### config.mk
export PLATFORM = sky130hd
export DESIGN_NAME = sr_stream
export DESIGN_NICKNAME = d
export VERILOG_FILES = /design/src/rtl/sr_pkg.sv /design/src/rtl/sr_col_sel.sv /design/src/rtl/sr_stream.sv
export SDC_FILE = /design/constraint.sdc
export NUM_CORES = 1
export LEC_CHECK = 0
export ABC_CLOCK_PERIOD_IN_PS = 2500
export BUFFER_PORTS_ARGS = -buffer_cell sky130_fd_sc_hd__buf_2
export CAP_MARGIN = 25
export CORE_MARGIN = 1
export CORE_UTILIZATION = 50
export DETAILED_ROUTE_END_ITERATION = 7
export GPL_TIMING_DRIVEN = 0
export PLACE_DENSITY = 0.75
export RECOVER_POWER = 50
export SLEW_MARGIN = 30
export SYNTH_ARGS = -nofsm -noshare
export SYNTH_HDL_FRONTEND = slang
export SYNTH_SLANG_ARGS = --single-unit
### constraint.sdc
create_clock -name clk -period 2.5 [get_ports clk]
set_input_delay 0.125 -clock clk [delete_from_list [all_inputs] [get_ports clk]]
set_output_delay 0.125 -clock clk [all_outputs]
set_load 0.02 [all_outputs]
### src/rtl/sr_pkg.sv
// sr_pkg: shared mode encodings, FSM states and ShiftRows row offsets
package sr_pkg;
  localparam logic [1:0] SR_BYPASS = 2'b00;
  localparam logic [1:0] SR_FWD    = 2'b01;
  localparam logic [1:0] SR_INV    = 2'b10;

  typedef enum logic {IDLE, STREAM} sr_state_e;

  // Row r shifts by r columns, except the wide NB=8 state where rows 2 and 3 shift one further
  function automatic int sr_offset(int nb, int row);
    return (nb == 8 && row >= 2) ? row + 1 : row;
  endfunction
endpackage

### src/rtl/sr_col_sel.sv
// sr_col_sel: picks one ShiftRows output column out of the full registered state
module sr_col_sel
  import sr_pkg::*;
#(
  parameter int NB = 4,
  localparam int IW = $clog2(NB)
) (
  input  logic [32*NB-1:0] state_i,
  input  logic [1:0]       mode_i,
  input  logic [IW-1:0]    idx_i,
  output logic [31:0]      col_o
);
  // Source column of row r for output column j; modes other than forward/inverse pass straight through
  function automatic int src_col(int j, int r, logic [1:0] m);
    int off = sr_offset(NB, r);
    return m == SR_FWD ? (j + off) % NB : m == SR_INV ? (j + NB - off) % NB : j;
  endfunction

  // Compare-and-select per row keeps every state slice at a constant position
  always_comb begin
    col_o = '0;
    for (int r = 0; r < 4; r++)
      for (int c = 0; c < NB; c++)
        if (c == src_col(int'(idx_i), r, mode_i)) col_o[31-8*r -: 8] = state_i[32*NB-1-8*(4*c+r) -: 8];
  end
endmodule

### src/rtl/sr_stream.sv
// sr_stream: accepts a whole state and streams its ShiftRows columns one per handshake
module sr_stream
  import sr_pkg::*;
#(
  parameter int NB = 4
) (
  input  logic                  clk,
  input  logic                  reset_n,
  input  logic                  in_valid,
  output logic                  in_ready,
  input  logic [32*NB-1:0]      in_data,
  input  logic [1:0]            in_mode,
  output logic                  out_valid,
  input  logic                  out_ready,
  output logic [31:0]           out_col,
  output logic [$clog2(NB)-1:0] out_idx,
  output logic                  out_last
);
  localparam int IW = $clog2(NB);

  generate
    if (NB != 4 && NB != 6 && NB != 8) begin : g_bad_nb
      $error("sr_stream: NB must be 4, 6 or 8");
    end
  endgenerate

  sr_state_e         state_q, state_d;
  logic [32*NB-1:0]  data_q, data_d;
  logic [1:0]        mode_q, mode_d;
  logic [IW-1:0]     idx_q, idx_d;

  // Handshake outputs and next state; a final-beat accept reloads without a bubble
  always_comb begin
    out_valid = state_q == STREAM;
    out_last  = out_valid && idx_q == IW'(NB - 1);
    in_ready  = !out_valid || (out_last && out_ready);
    state_d   = state_q;
    data_d    = data_q;
    mode_d    = mode_q;
    idx_d     = idx_q;
    if (in_valid && in_ready) begin
      state_d = STREAM;
      data_d  = in_data;
      mode_d  = in_mode;
      idx_d   = '0;
    end else if (out_valid && out_ready) begin
      state_d = out_last ? IDLE : STREAM;
      idx_d   = out_last ? '0 : idx_q + IW'(1);
    end
  end

  // State, captured block and column index; reset discards any stream in flight
  always_ff @(posedge clk or negedge reset_n) begin
    if (!reset_n) begin
      state_q <= IDLE;
      data_q  <= '0;
      mode_q  <= SR_BYPASS;
      idx_q   <= '0;
    end else begin
      state_q <= state_d;
      data_q  <= data_d;
      mode_q  <= mode_d;
      idx_q   <= idx_d;
    end
  end

  assign out_idx = idx_q;

  sr_col_sel #(.NB(NB)) u_col_sel (
    .state_i (data_q),
    .mode_i  (mode_q),
    .idx_i   (idx_q),
    .col_o   (out_col)
  );
endmodule

# Yosys cells after proc, flatten, opt, wreduce, memory -nomap -nowiden
# Cells that the tools add are included.
# classes
eq_ne,15
n_mux,30
n_addsub,8
reduce_logical,18
bitwise,7
# ops
operator,n
$eq 3x32->1 const A,8
$mux 32,8
$eq 2x32->1 const A,4
$logic_not 32->1,4
$mux 8,16
$sub 32x3->32 const B,2
$sub 32x2->32 const B,1
$reduce_or 2->1,7
$mux 2,3
$add 2x1->2 const B,2
$add 2x2->2 const B,2
$add 2x3->4 const B,1
$and 1x1->1 const A,4
$eq 2x2->1 const B,2
$logic_and 1x1->1,4
$and 1x1->1,3
$mux 1,3
$eq 2x1->1 const B,1
$reduce_bool 2->1,1
$logic_not 1->1,1
$logic_or 1x1->1,1
# totals
word_cells,82
inputBits,134
reg_bits,133
out_inout_bits,37

# Longest topological paths before layout
# Gate-level depths: netlist (run 1).
# depth
depth_word,11
mapped_depth,9
mapped_depth_nobuf,6

# By module
# Synthesis (run 1) repeated with hierarchy kept, for this count alone.
# unflattened
hier_cells,549
area_unflattened_um2,7806.2
# by_module_without_submodules
module,seq_area_each_um2,n_inst,cells_each,area_per_inst_um2
sr_stream,3328.2,1,292,5516.5
sr_col_sel,0.0,1,257,2289.7

# Worst setup path after synthesis (run 1)
# No wires, ideal clock.
# synth_path
kind,flip-flop to output port
start,reg idx_q[0] (netlist: out_idx[0])
end,out out_col[0]
t_required_ps,2375
setup_slack_ps,77
arrival_ps,2298
path_stages_with_launch,10
path_buffers,4
path_cell_list,dfrtp_1 -> inv_1 -> buf_2 -> ha_1 -> buf_4 -> buf_4 -> buf_4 -> mux2i_1 -> a22oi_1 -> a22o_1
# synth_between
elab_chain_len,11
elab_cells_between_ends,17
classes_between,3 x add/sub; 3 x eq/ne; 6 x mux; 2 x bitwise; 3 x reduce/logical
# synth_rtl
element,line_no,source
from (decl),sr_stream.sv:30,"logic [IW-1:0] idx_q, idx_d;"
from (signal assigned),sr_stream.sv:63,idx_q <= idx_d;
$add 2x3->4,--,
$sub 32x3->32,sr_col_sel.sv:16,return m == SR_FWD ? (j + off) % NB : m == SR_INV ? (j + NB - off) % NB : j;
$reduce_or 2->1 (no line),--,
$and 1x1->1 (no line),--,
$mux 32,sr_col_sel.sv:16,
$mux 32 (*),sr_col_sel.sv:16,
$logic_not 32->1,sr_col_sel.sv:24,"if (c == src_col(int'(idx_i), r, mode_i)) col_o[31-8*r -: 8] = state_i[32*NB-1-8*(4*c+r) -: 8];"
$mux 8 (3 in a row),sr_col_sel.sv:24,
$mux 8 (*),sr_col_sel.sv:24,
to (decl),sr_stream.sv:15,"output logic [31:0] out_col,"
# Mark *: on every way between the ends. The rest lies on a longest branch, timed or not.

# Final worst setup path (run 1)
# layout_path
start,reg idx_q[1] (netlist: out_idx[1])
end,out out_col[22]
# layout_between
elab_chain_len,11
elab_cells_between_ends,17
classes_between,3 x add/sub; 3 x eq/ne; 6 x mux; 2 x bitwise; 3 x reduce/logical
# layout_rtl
element,line_no
$add 2x3->4,--
$sub 32x2->32,sr_col_sel.sv:16
$reduce_or 2->1 (no line),--
$and 1x1->1 (no line),--
$mux 32,sr_col_sel.sv:16
$mux 32 (*),sr_col_sel.sv:16
$logic_not 32->1,sr_col_sel.sv:24
$mux 8 (3 in a row),sr_col_sel.sv:24
$mux 8 (*),sr_col_sel.sv:24
# Marks and branches as above.

==> summary.txt, run 1 <==
Pwr
  • VDD IR-drop max: 968 µV
  • Power per standard cell area: 1650 mW/mm²
  • Pwr Total: 17.7 mW
  • P_leak: 4.97 nW

Routing
  • Detailed-route DRC error count: 0
  • TritonRoute pass-1 iters: 4
  • Routed WL per cell: 20.2 µm
  • Post-route antenna net violation count: 0
  • DR iter-0 viols: 309
  • Routed wire length: 21700 µm
  • Vias per cell: 5.61
  • Total number of vias: 6009

Run status
  • Failing checks: capacitance limit, slew limit, setup timing
  • Status: finished, violations left

Floorplan
  • Ports: 171
  • Die Height: 123 µm
  • Initial core utilization: 51.8%
  • Die Wd: 123 µm
  • Die Footprint: 0.0150 mm²
  • Core area: 0.0140 mm²
  • # rows: 43

Layout
  • Share of post-route cells with drive strength above 1: 33.1%
  • Layout Cells excl Fill: 1072
  • Layout area overhead: 47.2%
  • Multi-input logic area: 0.00372 mm²
  • Cell area after layout: 0.0107 mm²
  • # nets final: 1018
  • Seq. cell area: 0.00333 mm²
  • ANT cells: 0
  • Layout fillers: 842

Placement
  • Post-detail-place hpwl: 13800 µm
  • Placed insts: 896
  • Setup WS pre-CTS: -0.341 ns
  • GPL Wtd Cong: 0.843
  • IO Port Bufs: 170
  • Placed cell areas: 0.00839 mm²

Critical path
  • CP Launch Type: flop
  • Cell Chain, Critical Path: buf_6, clkinvlp_4, ha_4, buf_12, buf_12, mux2i_2, a22o_1, a21oi_2, a22o_1, buf_6
  • Slowest stage delay, CP: 0.37 ns
  • R2r startpoint: out_idx[0]$_DFFE_PN0P_
  • Critical Path Slowest Stage Cell: dfrtp_1
  • Critical path fanouts, max: 7
  • Worst setup EP type: primary output
  • Buf/Inv on CP: 5
  • Worst r2r path cells: 9
  • Crit Path Class: reg -> out
  • Reg2Reg Setup Slack: 0.30 ns
  • CP delay by family, top: buffers and inverters
  • Worst EP required: 2.38 ns
  • Crit Reg-Reg Endpoint: data_q[104]$_DFFE_PN0P_
  • Crit path DAT: 2.47 ns

Worst hold path
  • Hold Crit Depth: 4
  • WHS Endpoint: out_valid$_DFFE_PN0P_
  • Min-delay src: out_ready
  • Hold Crit Class: in -> reg

STA
  • Layout Skew: 0.00680 ns
  • Setup-failing EPs final: 15
  • Tightest Pin Transition: 1.68 ns
  • Min cycle time layout: 2.60 ns
  • RSZ-0062 raised after global routing: true
  • Achievable Freq: 385 MHz
  • Setup ws final: -0.0966 ns
  • Final hold violation count: 0
  • Rel. slew slack: -11.9%
  • Final Max Slew Viols: 66
  • Crit share post-route: 104%

CTS
  • Htree depth: 4
  • Clock latency on the worst-skew pair: 0.42 ns
  • Clock-pin slew on the worst setup and hold paths: 0.06 ns
  • CTS Buffer Depth: 2
  • Num CTS Buffers: 17
  • TritonCTS clock tree: built
  • Root Driver: clkbuf_16
  • # clock sinks: 133

Logic synthesis
  • Cell area after synthesis: 0.00728 mm²
  • Sequential share of the synthesized area: 45.7%
  • EDFF count, synth: 0
  • Largest area contributor in the synthesized netlist: dfrtp_1
  • Post-synth top cells: 133 x dfrtp_1, 130 x mux2_1, 98 x mux2i_1
  • Most used DFF post-synth: dfrtp_1
  • Synth Register Bits: 133
  • Yosys warning count: 0
  • Post-Synthesis Cells: 545
  • Synth cell types: 25
  • Asr flop ratio synth: 100%
  • Syn Area/Cell: 13.4 µm²
  • Yosys top cell area share: 45.7%
  • Area contributors post-synth: dfrtp_1 46%, mux2_1 20%, mux2i_1 13%
  • Syn nets: 683
  • Top-count cell post-synth: dfrtp_1

Global routing
  • First-pass GRT wire length: 34100 µm
  • Initial antenna violation count: 0
  • All-Layer GR Usage: 30.5%
  • Largest net degree at the start of global routing: 70
  • GRT overflow: 0
  • Vias in the first global route: 6607

Job
  • Number of max-cap violations: 1
==> repair_timing <==
item | in CTS | in global routing
resized for setup | 64 | 13
hold endpoints to repair | 195 | 0
gates cloned | 2 | 0
endpoints found under the setup margin | 24 | 22
pin swaps | 21 | 12
hold buffers | 132 | 0
buffers inserted | 12 | 1
==> cell families (layout without fill, tap and decap cells) <==
logic type | Yosys count | count (layout) | share of synthesized area, %
adders and majority gates | 4 | 4 | 0.688
and+or+nand+nor | 27 | 27 | 1.84
AOI/OAI and AO/OA | 97 | 97 | 10.2
xor gates and xnor gates | 3 | 3 | 1.13
muxes | 237 | 237 | 36.2
buffers and inverters | 44 | 391 | 4.16
DFF | 133 | 133 | 45.7
==> how the worst max path moves through the flow <==
stage	end	cells past startpoint	startpoint	slack (ns)
final	out_col[22]	10	out_idx[1]$_DFFE_PN0P_	-0.1
after global routing	out_col[0]	10	out_idx[1]$_DFFE_PN0P_	-0.18
after CTS	out_col[17]	11	out_idx[1]$_DFFE_PN0P_	-0.08
after detailed placement	out_col[22]	10	out_idx[0]$_DFFE_PN0P_	-0.34
after global placement	data_q[78]$_DFFE_PN0P_	1	reset_n	-0.40
after floorplan	out_col[0]	9	out_idx[0]$_DFFE_PN0P_	0.08
==> worst min-delay path, cell delays in order <==
cell      delay (ns)
buf_2           0.10
nand2_1         0.05
nand2_1         0.09
nand2b_1        0.06
==> layout by cell type (no fill, tap or decap), types with 3 or more instances in the layout <==
cell / instances
buf_6: 26
mux2i_1: 94
mux2_1: 130
buf_8: 3
a221oi_1: 7
clkbuf_1: 6
a21oi_1: 8
a21oi_2: 24
mux2i_2: 4
buf_2: 168
dlygate4sd3_1: 132
dfrtp_1: 133
o31ai_1: 7
clkbuf_16: 17
xnor2_4: 3
nor2b_1: 7
buf_4: 13
clkbuf_2: 3
a22oi_1: 16
nand2_1: 14
buf_12: 7
a22o_1: 33
mux4_2: 8
bufinv_16: 4
ha_1: 3
==> metrics by stage <==
step | setup TNS (ns) | util, % | hold slack, ns
after floorplan | 0 | - | -0.171
after global placement | -54.89 | 59.5 | 0.337
after detailed placement | -4.18 | 59.8 | 0.107
after CTS | -0.861 | 76.3 | 0.0353
after global routing | -2.44 | 76.3 | 0.0672
final | -0.670 | 76.3 | 0.0488
==> per-layer routing <==
metal	routed length [µm]	track usage, %	vias up
met1	8970	37.2	2994
met4	610	13.0	0
met3	1170	6.88	48
met5	0	0	-
li1	-	-	2718
met2	10900	51.7	249
==> area by class of cell <==
cell class | count | share of cell area, %
tap | 180 | 2.10
sequential | 133 | 31.1
buffer | 41 | 3.70
inverter | 2 | 0.105
clock buffer | 20 | 4.26
timing repair buffer | 317 | 22.4
clock inverter | 11 | 1.61
multi-input combinational | 368 | 34.7
==> registers in the layout, summed over array words and instances, names as in the netlist <==
| register | cells |
|---|---|
| data_q | 128 |
| mode_q | 2 |
| out_idx | 2 |
| out_valid | 1 |
==> power breakdown <==
group	switching, mW	internal [mW]
registers	0.919	3.24
clock network	0.945	1.72
logic	5.57	5.31
total	7.43	10.3
Note: power is estimated with default switching activity, not from simulation.
==> run 2, diff against run 1 <==
--- a/config.mk
+++ b/config.mk
@@ -8,11 +8,13 @@
 export ABC_CLOCK_PERIOD_IN_PS = 2500
 export BUFFER_PORTS_ARGS = -buffer_cell sky130_fd_sc_hd__buf_2
 export CAP_MARGIN = 25
+export CELL_PAD_IN_SITES_DETAIL_PLACEMENT = 0
+export CELL_PAD_IN_SITES_GLOBAL_PLACEMENT = 1
 export CORE_MARGIN = 1
-export CORE_UTILIZATION = 50
+export CORE_UTILIZATION = 44
 export DETAILED_ROUTE_END_ITERATION = 7
 export GPL_TIMING_DRIVEN = 0
-export PLACE_DENSITY = 0.75
+export PLACE_DENSITY = 0.81
 export RECOVER_POWER = 50
 export SLEW_MARGIN = 30
 export SYNTH_ARGS = -nofsm -noshare
==> summary.txt, run 2 (synthesized netlist as in run 1, its figures left out) <==
Run status
  • Status: finished, violations left
  • Failing checks: setup timing

Global routing
  • All-Layer GR Usage: 26.8% (-3.7 points)
  • Vias in the first global route: 6528 (-1.2%)
  • Initial antenna violation count: 0 (unchanged)
  • First-pass GRT wire length: 33700 µm (-1.4%)
  • Largest net degree at the start of global routing: 86 (+23%)
  • GRT overflow: 0 (unchanged)

Routing
  • DR iter-0 viols: 239 (-23%)
  • Total number of vias: 5931 (-1.3%)
  • Post-route antenna net violation count: 0 (unchanged)
  • Vias per cell: 5.30 (-5.4%)
  • Detailed-route DRC error count: 0 (unchanged)
  • TritonRoute pass-1 iters: 4 (unchanged)
  • Routed wire length: 21500 µm (-0.86%)
  • Routed WL per cell: 19.2 µm (-5.0%)

Worst hold path
  • Hold Crit Class: in -> reg
  • Hold Crit Depth: 4 (unchanged)

Critical path
  • Crit path DAT: 2.50 ns (+0.03 ns)
  • Worst r2r path cells: 9 (unchanged)
  • Worst setup EP type: primary output
  • CP Launch Type: flop
  • Crit Path Class: reg -> out
  • Worst EP required: 2.38 ns (about the same)
  • Critical path fanouts, max: 6 (-1)

STA
  • Layout Skew: 0.00556 ns (-0.00123 ns)
  • Rel. slew slack: 18.8% (+31 points)
  • Crit share post-route: 105% (+1.1 points)
  • Final Max Slew Viols: 0 (-100%)
  • Setup ws final: -0.123 ns (-0.0267 ns)
  • Hold Slack: 0.0420 ns (-0.00674 ns)
  • Min cycle time layout: 2.62 ns (+0.0267 ns)
  • Tightest Pin Transition: 1.22 ns (-0.461 ns)
  • Setup-failing EPs final: 16 (+1)
  • Achievable Freq: 381 MHz (-1.0%)
  • RSZ-0062 raised after global routing: true
  • Setup TNS: -1.14 ns (-0.472 ns)
  • Final hold violation count: 0 (unchanged)

Job
  • Number of max-cap violations: 0 (-1)

Layout
  • Max reg flops: 128 (unchanged)
  • Layout Cells excl Fill: 1119 (+4.4%)
  • # nets final: 1028 (+0.98%)
  • Util after Layout: 67.7% (-8.6 points)
  • Top reg by flops: data_q
  • ANT cells: 0 (unchanged)
  • Share of post-route cells with drive strength above 1: 34.9% (+1.8 points)
  • Layout area overhead: 48.9%
  • Multi-input logic area: 0.00378 mm² (+1.7%)
  • Seq. cell area: 0.00333 mm² (unchanged)
  • Layout fillers: 1204 (+43%)
  • Most frequent cells in the layout: 169 x buf_2, 133 x dfrtp_1, 132 x dlygate4sd3_1
  • Commonest non-fill, non-tap cell in the layout: buf_2

CTS
  • Htree depth: 4 (unchanged)
  • Root Driver: clkbuf_16
  • CTS Buffer Depth: 2 (unchanged)
  • Num CTS Buffers: 17 (unchanged)
  • # clock sinks: 133 (unchanged)
  • TritonCTS clock tree: built
  • Clock latency on the worst-skew pair: 0.42 ns (about the same)
  • Clock-pin slew on the worst setup and hold paths: 0.06 ns (about the same)

Floorplan
  • Die Footprint: 0.0171 mm² (+13%)
  • Initial core utilization: 45.5% (-6.3 points)
  • Core area: 0.0160 mm² (+14%)
  • # rows: 46 (+7.0%)
  • Ports: 171 (unchanged)
  • Die Wd: 131 µm (+6.5%)
  • Die Height: 131 µm (+6.5%)

Placement
  • Post-detail-place hpwl: 14300 µm (+3.7%)
  • GPL Wtd Cong: 0.831 (-1.4%)
  • IO Port Bufs: 170 (unchanged)
  • Placed insts: 932 (+4.0%)

Pwr
  • Power per standard cell area: 1620 mW/mm² (-2.0%)
  • Pwr Total: 17.6 mW (-0.88%)
  • VDD IR-drop max: 1020 µV (+4.9%)
  • P_leak: 5.01 nW (+0.82%)
-- run 2: cell count changes in the layout (fill, tap and decap cells not counted), sizes merged --
cell | previous run | this run
buf | 218 | 227
bufinv | 4 | 2
clkbuf | 28 | 27
clkinvlp | 2 | 5
inv | 3 | 5
-- run 2: path summary, 6_finish.rpt --
check | from | endpoint | slack [ns]
setup / recovery | out_idx[1]$_DFFE_PN0P_ | out_col[23] | -0.12
hold / removal | out_ready | out_valid$_DFFE_PN0P_ | 0.04
setup reg to reg | out_idx[0]$_DFFE_PN0P_ | data_q[118]$_DFFE_PN0P_ | 0.24
hold reg to reg | data_q[77]$_DFFE_PN0P_ | data_q[77]$_DFFE_PN0P_ | 0.49
max in group asynchronous | reset_n | data_q[43]$_DFFE_PN0P_ | 0.31
min in group asynchronous | reset_n | data_q[100]$_DFFE_PN0P_ | 0.50
-- run 2: power breakdown --
group	total (mW)	switching, mW	internal [mW]
logic	10.9	5.57	5.34
clock network	2.48	0.982	1.50
registers	4.16	0.914	3.24
total	17.6	7.47	10.1
-- run 2: area by class of cell --
| class | count | area share, % |
|---|---|---|
| Multi-Input combinational cell | 368 | 34.9 |
| Sequential cell | 133 | 30.7 |
| Timing Repair Buffer | 327 | 22.8 |
| Clock buffer | 18 | 4.05 |
| Buffer | 41 | 3.58 |
| Tap cell | 216 | 2.49 |
| Clock inverter | 14 | 1.37 |
| Inverter | 2 | 0.104 |
-- run 2: per-stage QoR --
step | worst slack (ns) | instance area, µm²
5_1_grt | -0.239 | 10800
3_5_place_dp | -0.359 | 8440
2_1_floorplan | 0.0769 | 7280
4_1_cts | -0.0857 | 10700
6_report | -0.123 | 10800
3_3_place_gp | -0.444 | 8400
-- run 2: repair_timing --
item / in CTS / in global routing
hold buffers: 132 / 0
pin swaps: 19 / 13
resized for setup: 63 / 23
hold endpoints to repair: 179 / 0
gates cloned: 1 / 1
setup endpoints to repair: 24 / 21
setup buffers: 16 / 7
-- run 2: worst max-delay path, stage by stage (launching register included) --
cell        delay (ns)
dfrtp_1           0.37
buf_6             0.12
clkinvlp_4        0.11
ha_4              0.32
buf_12            0.14
buf_8             0.11
buf_6             0.09
mux2i_1           0.19
a22o_1            0.17
a21oi_2           0.04
a22o_1            0.29
buf_6             0.14
-- run 2: metal layers --
| metal | part of all wire, % | vias up | track usage, % | wire, µm |
|---|---|---|---|---|
| met1 | 42 | 2998 | 31.4 | 8990 |
| met3 | 4.8 | 30 | 7.13 | 1030 |
| met4 | 2.0 | 0 | 8.72 | 426 |
| met5 | 0 | - | 0 | 0 |
| li1 | - | 2743 | - | - |
| met2 | 51 | 160 | 47.4 | 11000 |
==> run 3, diff against run 2 <==
--- a/config.mk
+++ b/config.mk
@@ -13,7 +13,6 @@
 export CORE_MARGIN = 1
 export CORE_UTILIZATION = 44
 export DETAILED_ROUTE_END_ITERATION = 7
-export GPL_TIMING_DRIVEN = 0
 export PLACE_DENSITY = 0.81
 export RECOVER_POWER = 50
 export SLEW_MARGIN = 30
==> summary.txt, run 3 (synthesized netlist as in run 1, its figures left out) <==
Layout
  • Layout area overhead: 41.3%
  • Commonest non-fill, non-tap cell in the layout: buf_2
  • Top reg by flops: data_q
  • Layout fillers: 1232 (+2.3%)
  • ANT cells: 0 (unchanged)
  • Layout Cells excl Fill: 1070 (-4.4%)
  • Max reg flops: 128 (unchanged)
  • # nets final: 979 (-4.8%)
  • Cell area after layout: 0.0103 mm² (-5.1%)
  • Multi-input logic area: 0.00369 mm² (-2.5%)
  • Most frequent cells in the layout: 165 x buf_2, 132 x dfrtp_1, 132 x dlygate4sd3_1
  • Share of post-route cells with drive strength above 1: 29.2% (-5.7 points)
  • Seq. cell area: 0.00333 mm² (about the same)

Job
  • Number of max-cap violations: 0 (unchanged)

Placement
  • Post-detail-place hpwl: 11600 µm (-19%)
  • IO Port Bufs: 170 (unchanged)
  • GPL Wtd Cong: 0.726 (-13%)
  • Placed insts: 901 (-3.3%)
  • Placed cell areas: 0.00829 mm² (-1.7%)

STA
  • Final hold violation count: 0 (unchanged)
  • Layout Skew: 0.00839 ns (+0.00282 ns)
  • Setup-failing EPs final: 0 (-16)
  • Hold Slack: 0.112 ns (+0.0698 ns)
  • Min cycle time layout: 2.41 ns (-0.209 ns)
  • Achievable Freq: 414 MHz (+8.6%)
  • Tightest Pin Transition: 1.30 ns (+0.0843 ns)
  • RSZ-0062 raised after global routing: true
  • Crit share post-route: 96.6% (-8.3 points)
  • Final Max Slew Viols: 0 (unchanged)
  • Rel. slew slack: 13.2% (-5.6 points)

Floorplan
  • Die Footprint: 0.0171 mm² (unchanged)
  • Die Wd: 131 µm (unchanged)
  • Die Height: 131 µm (unchanged)
  • Ports: 171 (unchanged)
  • Core area: 0.0160 mm² (unchanged)
  • # rows: 46 (unchanged)
  • Initial core utilization: 45.5% (unchanged)

Routing
  • Routed wire length: 18400 µm (-14%)
  • Detailed-route DRC error count: 0 (unchanged)
  • Total number of vias: 5588 (-5.8%)
  • Post-route antenna net violation count: 0 (unchanged)
  • DR iter-0 viols: 240 (+0.42%)
  • Routed WL per cell: 17.2 µm (-11%)
  • Vias per cell: 5.22 (-1.5%)
  • TritonRoute pass-1 iters: 4 (unchanged)

Run status
  • Status: completed

Global routing
  • GRT overflow: 0 (unchanged)
  • Met1 usage: 28.1% (-3.3 points)
  • GR Util met2: 38.3% (-9.1 points)
  • Largest net degree at the start of global routing: 97 (+13%)
  • First-pass GRT wire length: 29300 µm (-13%)
  • Met3 GRT Util: 5.09% (-2.0 points)
  • Vias in the first global route: 5788 (-11%)
  • Initial antenna violation count: 0 (unchanged)
  • All-Layer GR Usage: 22.7% (-4.0 points)
  • GR peak layer: met2

Critical path
  • Worst r2r path cells: 8 (-1)
  • Critical Path End: out_col[16]
  • Crit Path Class: reg -> out
  • Reg2Reg Setup Slack: 0.17 ns (-0.07 ns)
  • Critical path fanouts, max: 16 (+10)
  • CP Launch Type: flop
  • Crit Reg-Reg Endpoint: data_q[99]$_DFFE_PN0P_
  • Crit path DAT: 2.29 ns (-0.21 ns)
  • Critical path origin: out_idx[0]$_DFFE_PN0P_
  • R2r startpoint: out_idx[1]$_DFFE_PN0P_
  • Worst EP required: 2.38 ns (about the same)
  • Worst setup EP type: primary output

Pwr
  • Combinational share of power: 57.8% (-4.4 points)
  • P_leak: 4.73 nW (-5.7%)
  • Reg power frac: 26.0% (+2.3 points)
  • VDD IR-drop max: 814 µV (-20%)
  • Sw Share: 42.1% (-0.43 points)
  • Clk network pwr share: 16.2% (+2.1 points)
  • Internal power: 9.17 mW (-9.1%)
  • Power per standard cell area: 1540 mW/mm² (-4.9%)
  • Psw: 6.67 mW (-11%)

CTS
  • Htree depth: 4 (unchanged)
  • CTS Buffer Depth: 2 (unchanged)
  • Root Driver: clkbuf_16
  • # clock sinks: 133 (unchanged)
  • Num CTS Buffers: 17 (unchanged)
  • Clock-pin slew on the worst setup and hold paths: 0.06 ns (about the same)
  • Clock latency on the worst-skew pair: 0.42 ns (about the same)
  • TritonCTS clock tree: built

Worst hold path
  • Hold Crit Class: in -> reg
  • Hold Crit Depth: 4 (unchanged)
-- run 3: cell types whose count changed in the layout (fill, tap and decap cells not counted), sizes merged --
| cell | delta |
|---|---|
| buf | -47 |
| inv | -3 |
| clkinv | +2 |
| clkinvlp | -2 |
| bufinv | +1 |
-- run 3: area by class of cell --
class | instances | area share, %
Inverter | 2 | 0.0973
Multi-Input combinational cell | 368 | 35.9
Clock inverter | 12 | 1.50
Timing Repair Buffer | 319 | 23.1
Clock buffer | 20 | 4.44
Tap cell | 216 | 2.63
Sequential cell | 133 | 32.4
-- run 3: layer usage --
metal / up-vias / wire, µm
met5: - / 0
met4: 0 / 380
met3: 32 / 918
met2: 150 / 9110
met1: 2760 / 7980
li1: 2646 / -
-- run 3: metrics by stage --
stage	setup TNS (ns)	total power [mW]	setup slack [ns]	util, %
floorplan	0	10.5	0.0769	-
global placement	0	12.5	0.302	51.7
detailed placement	0	12.9	0.241	51.8
CTS	0	16.0	0.0258	64.5
global route	-0.237	16.9	-0.0236	64.3
finish	0	15.8	0.0853	64.3
-- run 3: power by group through the flow --
| stage | clock [mW] | sequential (mW) | combinational [mW] |
|---|---|---|---|
| after floorplan | 0 | 3.88 | 6.66 |
| after global routing | 2.71 | 4.29 | 9.88 |
| after global placement | 0 | 4.06 | 8.40 |
| after CTS | 2.63 | 4.12 | 9.27 |
| after detailed placement | 0 | 4.15 | 8.75 |
| final | 2.56 | 4.12 | 9.15 |
-- run 3: worst min-delay path by stage --
| stage | start | endpoint | slack, ns |
|---|---|---|---|
| 6_report | out_ready | out_valid$_DFFE_PN0P_ | 0.11 |
| 5_1_grt | out_ready | out_valid$_DFFE_PN0P_ | 0.15 |
| 4_1_cts | out_ready | out_valid$_DFFE_PN0P_ | 0.09 |
| 3_5_place_dp | reset_n | data_q[32]$_DFFE_PN0P_ | 0.29 |
| 3_3_place_gp | reset_n | data_q[32]$_DFFE_PN0P_ | 0.27 |
| 2_1_floorplan | reset_n | data_q[0]$_DFFE_PN0P_ | -0.17 |
-- run 3: repair_timing --
action                     CTS  global route
setup buffers                3             1
setup endpoints to repair   32            13
gates resized for setup      7             7
hold endpoints to repair   226             0
pin swaps                    1             1
cloned                       2             0
hold buffers               132             0
-- run 3: worst max-delay path: stages, from the launching register on --
cell and delay [ns]:
dfrtp_1 0.38, inv_2 0.15, ha_4 0.27, buf_12 0.17, mux2i_1 0.12, a22o_1 0.24, a21oi_2 0.18, a22o_1 0.19
buf_2 0.16
